$ cat src/rtl/id_send_sched.sv
// id_send_sched
// -----------------------------------------------------------------------------
// Feeds AXI AW/AR transaction IDs into the bridge's ID send FIFO on the FIFO
// write-clock side. AW and AR requests are arbitrated, and the winner is held
// in a one-deep slot until the FIFO takes it. The number of IDs that have been
// pushed but not yet retired is capped. A flush sequence drains the slot and
// waits for every outstanding ID to retire before the bridge quiesces.
//
// Optional feature (compile-time macro ID_SEND_WR_PRIO_EN):
//   undefined : AW and AR ties are resolved round-robin.
//   defined   : AW wins ties. After STARVE_LIMIT consecutive AW grants made
//               while AR was waiting, the next tie goes to AR.
//
// Ports:
//   clk           single clock, shared with the FIFO write side
//   reset         synchronous, active-high
//   aw_valid/id   write ID request;  aw_ready = accepted this cycle
//   ar_valid/id   read ID request;   ar_ready = accepted this cycle
//   fifo_full     FIFO full flag
//   fifo_write_en FIFO write strobe
//   fifo_data     {dir, id}, where dir=1 is read and dir=0 is write
//   retire        one-cycle pulse: one outstanding ID has completed
//   flush_req     level; requests quiesce
//   flush_done    one-cycle pulse once drained
//   outstanding   current count of pushed-but-not-retired IDs
//   err_underflow sticky; a retire arrived while outstanding was 0
// -----------------------------------------------------------------------------
module id_send_sched #(
  parameter int ID_WIDTH        = 8,
  parameter int MAX_OUTSTANDING = 16,
  parameter int CNT_WIDTH       = 5,
  parameter int STARVE_LIMIT    = 4
) (
  input  logic                clk,
  input  logic                reset,
  input  logic                aw_valid,
  input  logic [ID_WIDTH-1:0] aw_id,
  output logic                aw_ready,
  input  logic                ar_valid,
  input  logic [ID_WIDTH-1:0] ar_id,
  output logic                ar_ready,
  input  logic                fifo_full,
  output logic                fifo_write_en,
  output logic [ID_WIDTH:0]   fifo_data,
  input  logic                retire,
  input  logic                flush_req,
  output logic                flush_done,
  output logic [CNT_WIDTH-1:0] outstanding,
  output logic                err_underflow
);

  typedef enum logic [1:0] {IDLE, LOADED, DRAIN} state_t;

  state_t              state;
  logic                slot_vld;
  logic [ID_WIDTH:0]   slot_data;
  logic [CNT_WIDTH-1:0] out_cnt;
  logic                flush_served;

  logic credit_ok, accept_ok, pick_ar, aw_gnt, ar_gnt, hs, ret_ok, flush_go;

  // Credit is judged on the registered count. As a result, a retire that
  // arrives in the same cycle cannot free a slot until the next cycle.
  assign credit_ok = out_cnt < CNT_WIDTH'(MAX_OUTSTANDING);
  assign accept_ok = !reset && credit_ok && !flush_req &&
                     (state == IDLE || (state == LOADED && !fifo_full));

`ifdef ID_SEND_WR_PRIO_EN
  localparam int SW = $clog2(STARVE_LIMIT + 1);
  logic [SW-1:0] starve_cnt;

  // AW normally wins a tie. AR is forced once AW has starved it long enough.
  assign pick_ar = (starve_cnt >= SW'(STARVE_LIMIT));

  always_ff @(posedge clk) begin
    if (reset)
      starve_cnt <= '0;
    else if (ar_gnt)
      starve_cnt <= '0;
    else if (aw_gnt && ar_valid && starve_cnt < SW'(STARVE_LIMIT))
      starve_cnt <= starve_cnt + 1'b1;
  end
`else
  logic last_ar;

  // Round-robin: on a tie, the side that did not win last time is granted.
  assign pick_ar = !last_ar;

  always_ff @(posedge clk) begin
    if (reset)
      last_ar <= 1'b1;            // AR was "last", so AW wins the first tie
    else if (hs)
      last_ar <= ar_gnt;
  end
`endif

  assign ar_gnt = accept_ok && ar_valid && (!aw_valid || pick_ar);
  assign aw_gnt = accept_ok && aw_valid && (!ar_valid || !pick_ar);
  assign hs     = aw_gnt || ar_gnt;

  assign aw_ready = aw_gnt;
  assign ar_ready = ar_gnt;

  // The push strobe comes only from registered slot state and the full flag.
  // It is gated off in the reset cycle so that a dropped entry never lands.
  assign fifo_write_en = !reset && slot_vld && !fifo_full;
  assign fifo_data     = slot_data;
  assign outstanding   = out_cnt;

  // Drain completion is decoded from registered state. It lasts exactly one
  // cycle because the FSM leaves DRAIN on the same edge.
  assign flush_done = !reset && state == DRAIN && !slot_vld && out_cnt == '0;

  // A flush_req held high after completion does not re-enter DRAIN. It needs
  // a low level before it can re-arm.
  assign flush_go = flush_req && !flush_served;

  assign ret_ok = retire && out_cnt != '0;

  always_ff @(posedge clk) begin
    if (reset) begin
      state         <= IDLE;
      slot_vld      <= 1'b0;
      slot_data     <= '0;
      out_cnt       <= '0;
      err_underflow <= 1'b0;
      flush_served  <= 1'b0;
    end else begin
      // Slot: a new handshake refills it, even while the old entry is being
      // written. This is what allows one ID per cycle back-to-back.
      if (hs)
        slot_data <= {ar_gnt, ar_gnt ? ar_id : aw_id};
      slot_vld <= hs || (slot_vld && !fifo_write_en);

      // The count moves at handshake time, not at FIFO write time.
      // A handshake and a retire in the same cycle cancel each other out.
      if (hs && !ret_ok)
        out_cnt <= out_cnt + 1'b1;
      else if (!hs && ret_ok)
        out_cnt <= out_cnt - 1'b1;

      if (retire && out_cnt == '0)
        err_underflow <= 1'b1;

      if (!flush_req)
        flush_served <= 1'b0;
      else if (flush_done)
        flush_served <= 1'b1;

      case (state)
        DRAIN: begin
          // Draining continues even if flush_req drops in the meantime.
          if (flush_done)
            state <= IDLE;
        end
        default: begin
          if (flush_go)
            state <= DRAIN;
          else if (hs || (slot_vld && !fifo_write_en))
            state <= LOADED;
          else
            state <= IDLE;
        end
      endcase
    end
  end

endmodule

$ cat config.mk
export PLATFORM = sky130hd
export DESIGN_NAME = id_send_sched
export DESIGN_NICKNAME = d
export VERILOG_FILES = /design/src/rtl/id_send_sched.sv
export SDC_FILE = /design/constraint.sdc
export NUM_CORES = 1
export LEC_CHECK = 0
export BUFFER_PORTS_ARGS = -buffer_cell sky130_fd_sc_hd__buf_2
export CELL_PAD_IN_SITES_DETAIL_PLACEMENT = 1
export CELL_PAD_IN_SITES_GLOBAL_PLACEMENT = 2
export CORE_MARGIN = 10
export CORE_UTILIZATION = 28
export DETAILED_ROUTE_END_ITERATION = 12
export PLACE_DENSITY = 0.9
export RECOVER_POWER = 50
export SLEW_MARGIN = 15
export SYNTH_ARGS = -nofsm -noshare
export SYNTH_HDL_FRONTEND = slang
export SYNTH_SLANG_ARGS = --single-unit
$ cat constraint.sdc
create_clock -name clk -period 5.8 [get_ports clk]
set_input_delay 1.16 -clock clk [delete_from_list [all_inputs] [get_ports clk]]
set_output_delay 1.16 -clock clk [all_outputs]
set_load 0.02 [all_outputs]
Yosys cells after proc, flatten, opt, wreduce, memory -nomap -nowiden
Cells that the tools add are included.
- flip-flop bits (word level): 20
- input port bits: 23
- add/subtract/negate cells: 2
- magnitude comparators: 1
- eq/ne operators: 3
- multiplexer cells: 7
- bitwise gates (word level): 1
- reductions and logical operators: 40
- operator list (kind ; count):
    logical AND 1 bit ; 19
    zero test 1 bit ; 11
    2-to-1 mux 5 bit ; 2
    2-to-1 mux 8 bit ; 1
    2-to-1 mux 2 bit ; 3
    adder 5 x 1 -> 5 bit (second input constant) ; 1
    zero test 5 bit ; 1
    logical OR 1 bit ; 5
    < comparator 5 bit (second input constant) ; 1
    nonzero test 5 bit ; 1
    subtractor 5 x 1 -> 5 bit (second input constant) ; 1
    == test 2 x 1 -> 1 bit (second input constant) ; 1
    == test 2 bit (second input constant) ; 1
    zero test 2 bit ; 1
    inequality test 2 bit (second input constant) ; 1
    nonzero test 2 bit ; 1
    OR reduction 2 bit ; 1
    2-to-1 mux 1 bit ; 1
    NOT 1 bit ; 1

Logic depth before layout (Yosys ltp)
Gate-level depths: netlist of the first run.
- word-level depth: 11
- mapped depth: 10

Least setup slack after synthesis of the first run
Ideal clock, no wire load.
- kind: input to output
- start: in reset
- end: out fifo_write_en
- data arrival time: 2087 ps
- required time: 4640 ps
- setup slack: 2553 ps
- cell stages on the path: 3
- buffers on the path: 2
- cells stage by stage: clkbuf_1 clkbuf_1 nor3b_1
- word-level cells in the longest chain between the ends: 3
- RTL lines (element ; RTL line ; text):
    start, declared ; 35 ; input logic reset,
    zero test 1 bit ; 106 ; assign fifo_write_en = !reset && slot_vld && !fifo_full;
    logical AND 1 bit (2 in a row) ; 106 ;
    end, declared ; 43 ; output logic fifo_write_en,
No other way between the ends.

Worst setup path after layout of the first run
- start: in reset
- end: out ar_ready
- word-level cells in the longest chain between the ends: 6
- RTL lines (element ; RTL line ; text):
    zero test 1 bit ; 65 ; assign accept_ok = !reset && credit_ok && !flush_req &&
    logical AND 1 bit (3 in a row) ; 65 ;
    logical AND 1 bit (2 in a row) ; 97 ; assign ar_gnt = accept_ok && ar_valid && (!aw_valid || pick_ar);
    end, declared ; 41 ; output logic ar_ready,
No other way between the ends.

==> results.cfg, run 1 <==
[routing]
vias_per_cell = 4.758
num_vias = 923
drtIter0Drc = 30
wl_per_cell_um = 15.22
finalWirelength_mm = 2.953
drt_pass1_iterations = 4
drc_errors = 0
ant_nets = 0

[floorplan]
start_util_pct = 29.35
std_cell_rows = 21
core_mm2 = 0.003363
io_pins = 42
die_area_mm2 = 0.006300
die_h_um = 79.38
die_width_um = 79.38

[logic_synthesis]
netlist_instances = 108
synth_ff_type = dfxtp_1
yosys.cell_types.count = 32
seq_area_frac_synth_pct = 40.56
yosys_register_bits = 20
synth_nets = 136
synth-async-reset-ratio_pct = 0
syn_area_um2 = 987.2
synth_edf_count = 0
synth_warnings = 0
avgSynthCellArea_um2 = 9.141

[cts]
cts_tree = built
postCtsSetupBuffers = 0
cts-resized-gates = 0
cts.sinks = 20
clk_path_buf_depth = 2
cts.reportedPaths.clkPinSlew_ps = 120
clock_latency_ps = 310
cts_buffers = 3
htreeDepth = 1
cts_hold_buf = 0
root_buffer = clkbuf_4

[timing]
timing.hold.ws_ps = 469.2
hold_viol = 0
rsz0062_at_grt = false
relSlewSlack_pct = 40.21
finalClockSkew_ps = 1.935
fmax_mhz = 244.4
drv_slew = 0
tns_ps = 0
setup-violations-final = 0
min_period_ps = 4092
tightest_slew_ps = 896.8
final.period_utilization_pct = 70.55

[job]
maxCapViolCount = 0

[finish]
nNetsFinal = 177
multi_input_area_um2 = 488.0
fin_area_mm2 = 0.001239
nFillCells = 443
area_delta_synth_final_pct = 25.48
final_util_pct = 36.83
drive_above_1_share_pct = 22.30
diodes = 0
final-seq-area_um2 = 400.4

[critical_path]
cp.arrival_ps = 2930
crit_required_ps = 4640
path_cells = clkbuf_1 > nor4_1 > nand3_1 > a21o_1 > inv_1 > buf_2
worst-path-max-fanout = 23
cp-start-kind = input pin
crit_path_end_kind = output pin
crit_family = simple AND/OR/NAND/NOR gates
worst_path_max_delay_cell = nor4_1
critPathKind = in -> out
slowest_delay_ps = 650
worst-path-buf-inv = 3

[place]
place.gp.congestion = 0.7160
dpl.hpwl_mm = 2.449
port-buffer-count = 41
placed_area_mm2 = 0.001222

[min_path]
hp-class = reg -> reg

[pwr]
p_leak_nw = 0.5766
p_per_area_mw_per_mm2 = 445.5
intPower_uw = 333.2
seq_power_share_pct = 35.6
ir_worst_vdd_mv = 0.1057
clockPowerShare_pct = 21.2
p_sw_uw = 218.6
comb_power_share_pct = 43.3
swShare_pct = 39.62

[grt]
grt.total_usage_pct = 9.514
grt_pass1_vias = 1029
grt_overflow_total = 0
antenna_found_initial = 0
grt_max_degree = 24
grt_pass1_wl_mm = 4.795

[status]
outcome = finished clean
==> worst reg2reg max path: stages (launching register included) <==
cell and delay [ps]:
dfxtp_1 380, nor4_1 580, o211ai_1 400, inv_1 140
ha_1 180, inv_1 110, ha_1 340, a21oi_1 220
a211oi_1 100, a31oi_1 170, mux2_2 340
==> layer usage <==
metal / GRT usage, % / wire, µm / share of wire, %
met5: 0 / 0 / 0
met3: 5.068 / 325 / 11
met4: 3.763 / 43 / 1.5
met2: 14.85 / 1248 / 42
met1: 10.65 / 1336 / 45
==> flip-flops by register name, summed over array words and instances (netlist names) <==
| register | flops |
|---|---|
| fifo_data | 9 |
| outstanding | 5 |
| state | 2 |
| err_underflow | 1 |
| flush_served | 1 |
| last_ar | 1 |
| slot_vld | 1 |
==> stage by stage <==
stage / worst slack (ps) / power [mW] / std cells
after floorplan: 2553 / 0.3707 / 108
after global placement: 2177 / 0.4349 / 190
after detailed placement: 1982 / 0.4527 / 190
after CTS: 2189 / 0.5709 / 194
after global routing: 1525 / 0.5980 / 194
final: 1708 / 0.5519 / 194
==> path summary, 6_finish.rpt <==
path                                     start              to  slack [ps]  cells after the start
worst max-delay path                     reset        ar_ready        1710                      6
worst min-delay path              fifo_data[8]    fifo_data[8]         470                      2
worst max register to register  outstanding[4]  outstanding[4]        2760                     10
worst min register to register    fifo_data[8]    fifo_data[8]         470                      2
==> Yosys cell counts (all sizes together), types with 2 or more instances <==
master / instances / share of area [%]
o211ai: 2 / 1.5
nand2: 6 / 2.3
inv: 14 / 5.3
nand3: 3 / 2.0
dfxtp: 20 / 41
nor2: 9 / 3.4
ha: 4 / 5.1
o221a: 8 / 9.1
a21oi: 5 / 2.9
nand2b: 2 / 1.3
a31oi: 2 / 1.3
a211oi: 2 / 1.5
o21ai: 8 / 4.1
buf: 2 / 1.6
a21o: 3 / 2.3
clkbuf: 3 / 1.1
nor4: 3 / 3.4
and3: 2 / 1.3
==> cells in the final DEF (no fill, tap or decap), types with 2 or more instances in the layout <==
cell	instances
o21ai_0	8
nor2_1	9
nand2b_1	2
inv_1	14
clkbuf_4	3
buf_2	27
and3_1	2
a31oi_1	2
a21oi_1	5
nor4_1	3
nand3_1	2
ha_1	4
clkbuf_1	14
a211oi_1	2
o221a_1	8
dfxtp_1	20
nand2_1	6
a21o_1	3
o211ai_1	2
==> kinds of logic (layout without fill, tap and decap cells) <==
kind of cell | count (synthesis) | count (layout) | synth area share (%)
muxes | 2 | 2 | 2.155
AOI/OAI and AO/OA | 32 | 32 | 24.71
DFF | 20 | 20 | 40.56
xor gates and xnor gates | 2 | 2 | 1.775
buffers and inverters | 19 | 59 | 8.111
adders and majority gates | 5 | 5 | 7.098
and+or+nand+nor | 28 | 28 | 15.59
==> power by group through the flow <==
stage,clock network (mW),registers (mW),logic (mW)
2_1_floorplan,0,0.229,0.142
3_3_place_gp,0,0.199,0.235
3_5_place_dp,0,0.202,0.251
4_1_cts,0.121,0.199,0.252
5_1_grt,0.127,0.204,0.267
6_report,0.117,0.196,0.239
==> final cells by class <==
cell class | instances | area share, %
clock buffer | 3 | 1.818
clock inverter | 1 | 2.424
inverter | 14 | 4.242
multi-input combinational | 69 | 39.39
tap | 46 | 4.646
timing repair buffer | 41 | 15.15
sequential | 20 | 32.32
(Power assumes the default switching activity.)
==> run 2: changes to the inputs <==
--- a/config.mk
+++ b/config.mk
@@ -9,9 +9,9 @@
 export CELL_PAD_IN_SITES_DETAIL_PLACEMENT = 1
 export CELL_PAD_IN_SITES_GLOBAL_PLACEMENT = 2
 export CORE_MARGIN = 10
-export CORE_UTILIZATION = 28
+export CORE_UTILIZATION = 26
 export DETAILED_ROUTE_END_ITERATION = 12
-export PLACE_DENSITY = 0.9
+export PLACE_DENSITY = 0.85
 export RECOVER_POWER = 50
 export SLEW_MARGIN = 15
 export SYNTH_ARGS = -nofsm -noshare
==> constraint.sdc (replaced) <==
create_clock -name clk -period 4 [get_ports clk]
set_input_delay 0.8 -clock clk [delete_from_list [all_inputs] [get_ports clk]]
set_output_delay 0.8 -clock clk [all_outputs]
set_load 0.02 [all_outputs]
==> run 2 against run 1 <==
  * Sequential power grew 46%
  * Die area increased by 5.7%
  * Final area fell by 0.51%
  * Highest routed layer unchanged
  * Cell count increased by 0.52%
  * Wire length shrank 0.37%
  * Core utilization shrank 3.2 points
  * Global-route usage down 0.099 points
  * Register-to-register slack lost 1700 ps
  * Hold slack better by 10 ps
  * Non-clock buffer count unchanged
  * Critical path type is now in -> reg
==> results.cfg, run 2 (synthesis gave the netlist of run 1 again) <==
[status]
outcome = finished clean

[grt]
grt_pass1_vias = 1037
grt_overflow_total = 0
grt_max_degree = 24
antenna_found_initial = 0
grt.total_usage_pct = 9.415
grt_pass1_wl_mm = 4.892

[routing]
drt_pass1_iterations = 4
wl_per_cell_um = 15.09
finalWirelength_mm = 2.942
num_vias = 933
vias_per_cell = 4.785
ant_nets = 0
drtIter0Drc = 28
drc_errors = 0

[critical_path]
cp-start-kind = input pin
worst-path-buf-inv = 3
crit_path_end_kind = flip-flop
cp.arrival_ps = 3510
worst-path-max-fanout = 23
crit_required_ps = 4140
path_cells = buf_2 > nor4_1 > o211ai_1 > inv_1 > ha_1 > inv_1 > ha_1 > a21oi_1 > a211oi_1 > a31oi_1 > mux2_2
slowest_delay_ps = 490
worst_path_max_delay_cell = nor4_1
critPathKind = in -> reg
crit_family = compound AO/OA/AOI/OAI gates

[place]
place.gp.congestion = 0.8201
dpl.hpwl_mm = 2.427
pre_cts_ws_ps = 607.5
placed_area_mm2 = 0.001225
port-buffer-count = 41

[timing]
final.period_utilization_pct = 84.14
hold_viol = 0
tns_ps = 0
setup-violations-final = 0
tightest_slew_ps = 629.9
fmax_mhz = 297.1
min_period_ps = 3365
relSlewSlack_pct = 57.82
drv_slew = 0
finalClockSkew_ps = 2.112
rsz0062_at_grt = false
setup_slack_ps = 634.5

[cts]
cts-resized-gates = 0
cts_tree = built
cts.reportedPaths.clkPinSlew_ps = 70
clk_path_buf_depth = 2
postCtsSetupBuffers = 0
cts_buffers = 3
root_buffer = clkbuf_8
cts.sinks = 20
clock_latency_ps = 250
htreeDepth = 1
cts_hold_buf = 0

[floorplan]
die_width_um = 81.62
die_h_um = 81.62
io_pins = 42
core_mm2 = 0.003661
start_util_pct = 26.97
std_cell_rows = 22
die_area_mm2 = 0.006662

[finish]
area_delta_synth_final_pct = 24.84
largest_register_ff_count = 9
final_common_cell = buf_2
nFillCells = 458
nNetsFinal = 177
drive_above_1_share_pct = 21.77
diodes = 0
layout_common_cells = 26 x buf_2, 20 x dfxtp_1, 15 x clkbuf_1, 14 x inv_1, 9 x nor2_1
fin_area_mm2 = 0.001232

[pwr]
p_leak_nw = 0.5653
p_per_area_mw_per_mm2 = 612.6
ir_worst_vdd_mv = 0.1255
power.total_uw = 755.0

[job]
maxCapViolCount = 0

[min_path]
hp-class = reg -> reg
[run 2: cell types whose count changed in the layout (fill, tap and decap cells not counted)]
cell	delta
clkbuf_8	+3
buf_2	-1
a21oi_2	+1
bufinv_16	-1
clkbuf_4	-3
a21oi_1	-1
clkbuf_1	+1
[run 2: path summary, 6_finish.rpt]
check / from / to / slack [ps] / cells past startpoint
worst min register to register: fifo_data[8] / fifo_data[8] / 480 / 2
worst min-delay path: fifo_data[8] / fifo_data[8] / 480 / 2
worst max-delay path: reset / outstanding[4] / 630 / 11
worst max register to register: outstanding[4] / outstanding[4] / 1030 / 10
[run 2: final cells by class]
class	count	area, µm²	area share [%]
inverters	14	52.55	4.264
well taps	48	60.06	4.873
multi-input cells	69	491.7	39.90
clock buffers	3	41.29	3.350
flip-flops and latches	20	400.4	32.49
repair buffers	41	186.4	15.13
[run 2: worst register-to-register path: stages (launching register included)]
cell	delay (ps)
dfxtp_1	360
nor4_1	510
o211ai_1	400
inv_1	140
ha_1	190
inv_1	110
ha_1	340
a21oi_1	200
a211oi_1	100
a31oi_1	160
mux2_2	350
[run 2: power breakdown]
part           switching, mW  total [mW]  internal (mW)
clock                 0.0608       0.128         0.0669
sequential            0.0428       0.287          0.244
combinational          0.204       0.341          0.137
total                  0.308       0.755          0.447
[run 2: metrics by stage]
stage	util, %	hold WS [ps]	instances
6_report	33.66	479.3	195
5_1_grt	33.66	489.3	195
4_1_cts	34.59	480.2	195
3_5_place_dp	33.46	469.4	192
3_3_place_gp	33.46	451.7	192
2_1_floorplan	-	463.8	108
[run 2: metal layers]
layer,GRT usage [%],share of wire (%),up-vias
met5,0,0,-
met1,9.542,38,454
li1,-,-,462
met2,17.22,56,15
met3,2.293,5.1,2
met4,5.442,1.2,0
==> run 3: changes to the inputs <==
--- a/config.mk
+++ b/config.mk
@@ -5,13 +5,14 @@
 export SDC_FILE = /design/constraint.sdc
 export NUM_CORES = 1
 export LEC_CHECK = 0
+export ABC_AREA = 1
 export BUFFER_PORTS_ARGS = -buffer_cell sky130_fd_sc_hd__buf_2
 export CELL_PAD_IN_SITES_DETAIL_PLACEMENT = 1
 export CELL_PAD_IN_SITES_GLOBAL_PLACEMENT = 2
 export CORE_MARGIN = 10
 export CORE_UTILIZATION = 26
 export DETAILED_ROUTE_END_ITERATION = 12
-export PLACE_DENSITY = 0.85
+export PLACE_DENSITY = 0.86
 export RECOVER_POWER = 50
 export SLEW_MARGIN = 15
 export SYNTH_ARGS = -nofsm -noshare
==> constraint.sdc (replaced) <==
create_clock -name clk -period 3.2 [get_ports clk]
set_input_delay 0.64 -clock clk [delete_from_list [all_inputs] [get_ports clk]]
set_output_delay 0.64 -clock clk [all_outputs]
set_load 0.02 [all_outputs]
==> run 3 against run 2 <==
  * Worst setup slack worse by 110 ps
  * Cell count increased by 34%
  * Non-clock buffer count did not move
  * Highest routed layer unchanged
  * Synthesized area up 22%
  * Register-to-register slack lost 110 ps
  * Flip-flop and latch count stayed put
==> results.cfg, run 3 <==
[pwr]
power.total_uw = 986.4
p_leak_nw = 0.7377
ir_worst_vdd_mv = 0.2484
p_per_area_mw_per_mm2 = 673.8

[routing]
wl_per_cell_um = 12.93
num_vias = 1148
finalWirelength_mm = 3.387
drc_errors = 0
drtIter0Drc = 23
drt_pass1_iterations = 4
vias_per_cell = 4.382
ant_nets = 0

[logic_synthesis]
synth_top_area_share_pct = 33.13
synth.most_common_cell = inv_1
synth_ff_type = dfxtp_1
yosysTopAreaCell = dfxtp_1
avgSynthCellArea_um2 = 7.110
synth_nets = 198
ys_top_cells_by_count = 31 x inv_1, 29 x nand2_1, 22 x nand3_1
syn_area_mm2 = 0.001209
yosys.cell_types.count = 26
yosys_register_bits = 20
synth-xor-area-share_pct = 0.7246
synth_mux_area_share_pct = 0
yosys.area_share.adder_pct = 5.797
synth_edf_count = 0
synth_warnings = 0
synth_compound_area_share_pct = 12.94
seq_area_frac_synth_pct = 33.13
synth_top_family_by_area = simple AND/OR/NAND/NOR gates
synth_top_cells_by_area = dfxtp_1 33%, inv_1 9.6%, nand3_1 9.1%, nand2_1 9.0%, a21oi_1 7.9%
synthSimpleGateAreaFrac_pct = 33.54
netlist_instances = 170
synth-async-reset-ratio_pct = 0

[critical_path]
r2r_end = outstanding[3]
r2r-start = outstanding[4]
crit_path_end_kind = output pin
cp.arrival_ps = 2030
regToRegSetupSlack_ps = 920
endpoint = ar_ready
crit_path_start = reset
worst-r2r-cell-count = 12
crit_required_ps = 2560
critPathKind = in -> out
cp-start-kind = input pin
worst-path-max-fanout = 17

[finish]
largest_register_ff_count = 9
nNetsFinal = 239
drive_above_1_share_pct = 23.33
final_common_cell = inv_1
final_cells = 262
layout_common_cells = 32 x inv_1, 29 x nand2_1, 28 x buf_2, 23 x nand3_1, 20 x dfxtp_1
area_delta_synth_final_pct = 21.12
nFillCells = 601
diodes = 0

[cts]
root_buffer = clkbuf_8
cts_hold_buf = 0
postCtsSetupBuffers = 0
cts.reportedPaths.clkPinSlew_ps = 70
clock_latency_ps = 260
cts_buffers = 3
clk_path_buf_depth = 2
cts-resized-gates = 0
htreeDepth = 1
cts_tree = built
cts.sinks = 20

[timing]
finalClockSkew_ps = 2.419
relSlewSlack_pct = 59.73
rsz0062_at_grt = false
setup-violations-final = 0
fmax_mhz = 374.4
tns_ps = 0
min_period_ps = 2671
tightest_slew_ps = 602.3
hold_viol = 0
final.period_utilization_pct = 83.48
timing.hold.ws_ps = 458.4
drv_slew = 0

[grt]
antenna_found_initial = 0
grt_pass1_wl_mm = 5.885
grt.total_usage_pct = 9.440
grt_pass1_vias = 1212
grt_overflow_total = 0
grt_max_degree = 18

[place]
dpl.cell_count = 258
place.gp.congestion = 0.7323
dpl.hpwl_mm = 2.726
port-buffer-count = 41

[floorplan]
io_pins = 42
die_width_um = 88.18
std_cell_rows = 24
die_area_mm2 = 0.007776
start_util_pct = 27.38
die_h_um = 88.18
core_mm2 = 0.004414

[min_path]
hp-class = reg -> reg

[status]
outcome = finished clean

[job]
maxCapViolCount = 0
run 3: changes by cell type after synthesis, sizes merged, moves of 6 or more:
| cell | delta |
|---|---|
| nand2 | +33 |
| nand3 | +20 |
| inv | +19 |
| a21oi | +16 |
| o221a | -8 |
| nor2 | +6 |
run 3: how the worst min path moves through the flow:
stage            startpoint           end  slack (ps)  cells past startpoint
2_1_floorplan  flush_served  flush_served         430                      2
3_3_place_gp   flush_served  flush_served         450                      2
3_5_place_dp   fifo_data[8]  fifo_data[8]         450                      2
4_1_cts        fifo_data[8]  fifo_data[8]         460                      2
5_1_grt        fifo_data[2]  fifo_data[2]         500                      2
6_report       flush_served  flush_served         460                      2
run 3: critical path, stage by stage:
cell and delay [ps]:
buf_2 210, inv_1 240, nand2_1 100, nor2_2 80, nand3_1 430, inv_1 140, buf_2 180
run 3: kinds of logic after synthesis:
logic type | count (synthesis)
simple gates | 80
buf+inv | 38
compound gates | 26
flops | 20
fa+ha+maj | 5
xor+xnor | 1
run 3: stage by stage:
step / worst slack, ps / cell area [µm²] / utilization, %
after global placement: 511.2 / 1438 / 32.57
after CTS: 688.1 / 1493 / 33.82
after global routing: 290.4 / 1464 / 33.16
after detailed placement: 415.5 / 1438 / 32.57
final: 528.8 / 1464 / 33.16
after floorplan: 858.5 / 1209 / -
run 3: routing by layer:
metal  GRT usage (%)  share of wire (%)  vias up
li1                -                  -      608
met1           11.46                 45      515
met2           14.71                 46       23
met3           2.321                6.7        2
met4           5.563                1.6        0
met5               0                  0        -
run 3: where the power goes:
| part | total [mW] | internal [mW] | switching [mW] |
|---|---|---|---|
| Combinational | 0.454 | 0.162 | 0.292 |
| Sequential | 0.340 | 0.294 | 0.0458 |
| Clock | 0.192 | 0.109 | 0.0824 |
run 3: layout make-up:
class / count / area (µm²) / share of cell area [%]
multi-input combinational: 112 / 628.1 / 42.91
inverter: 33 / 126.4 / 8.632
timing repair buffer: 41 / 188.9 / 12.91
sequential: 20 / 400.4 / 27.35
tap: 52 / 65.06 / 4.444
clock buffer: 4 / 55.05 / 3.761
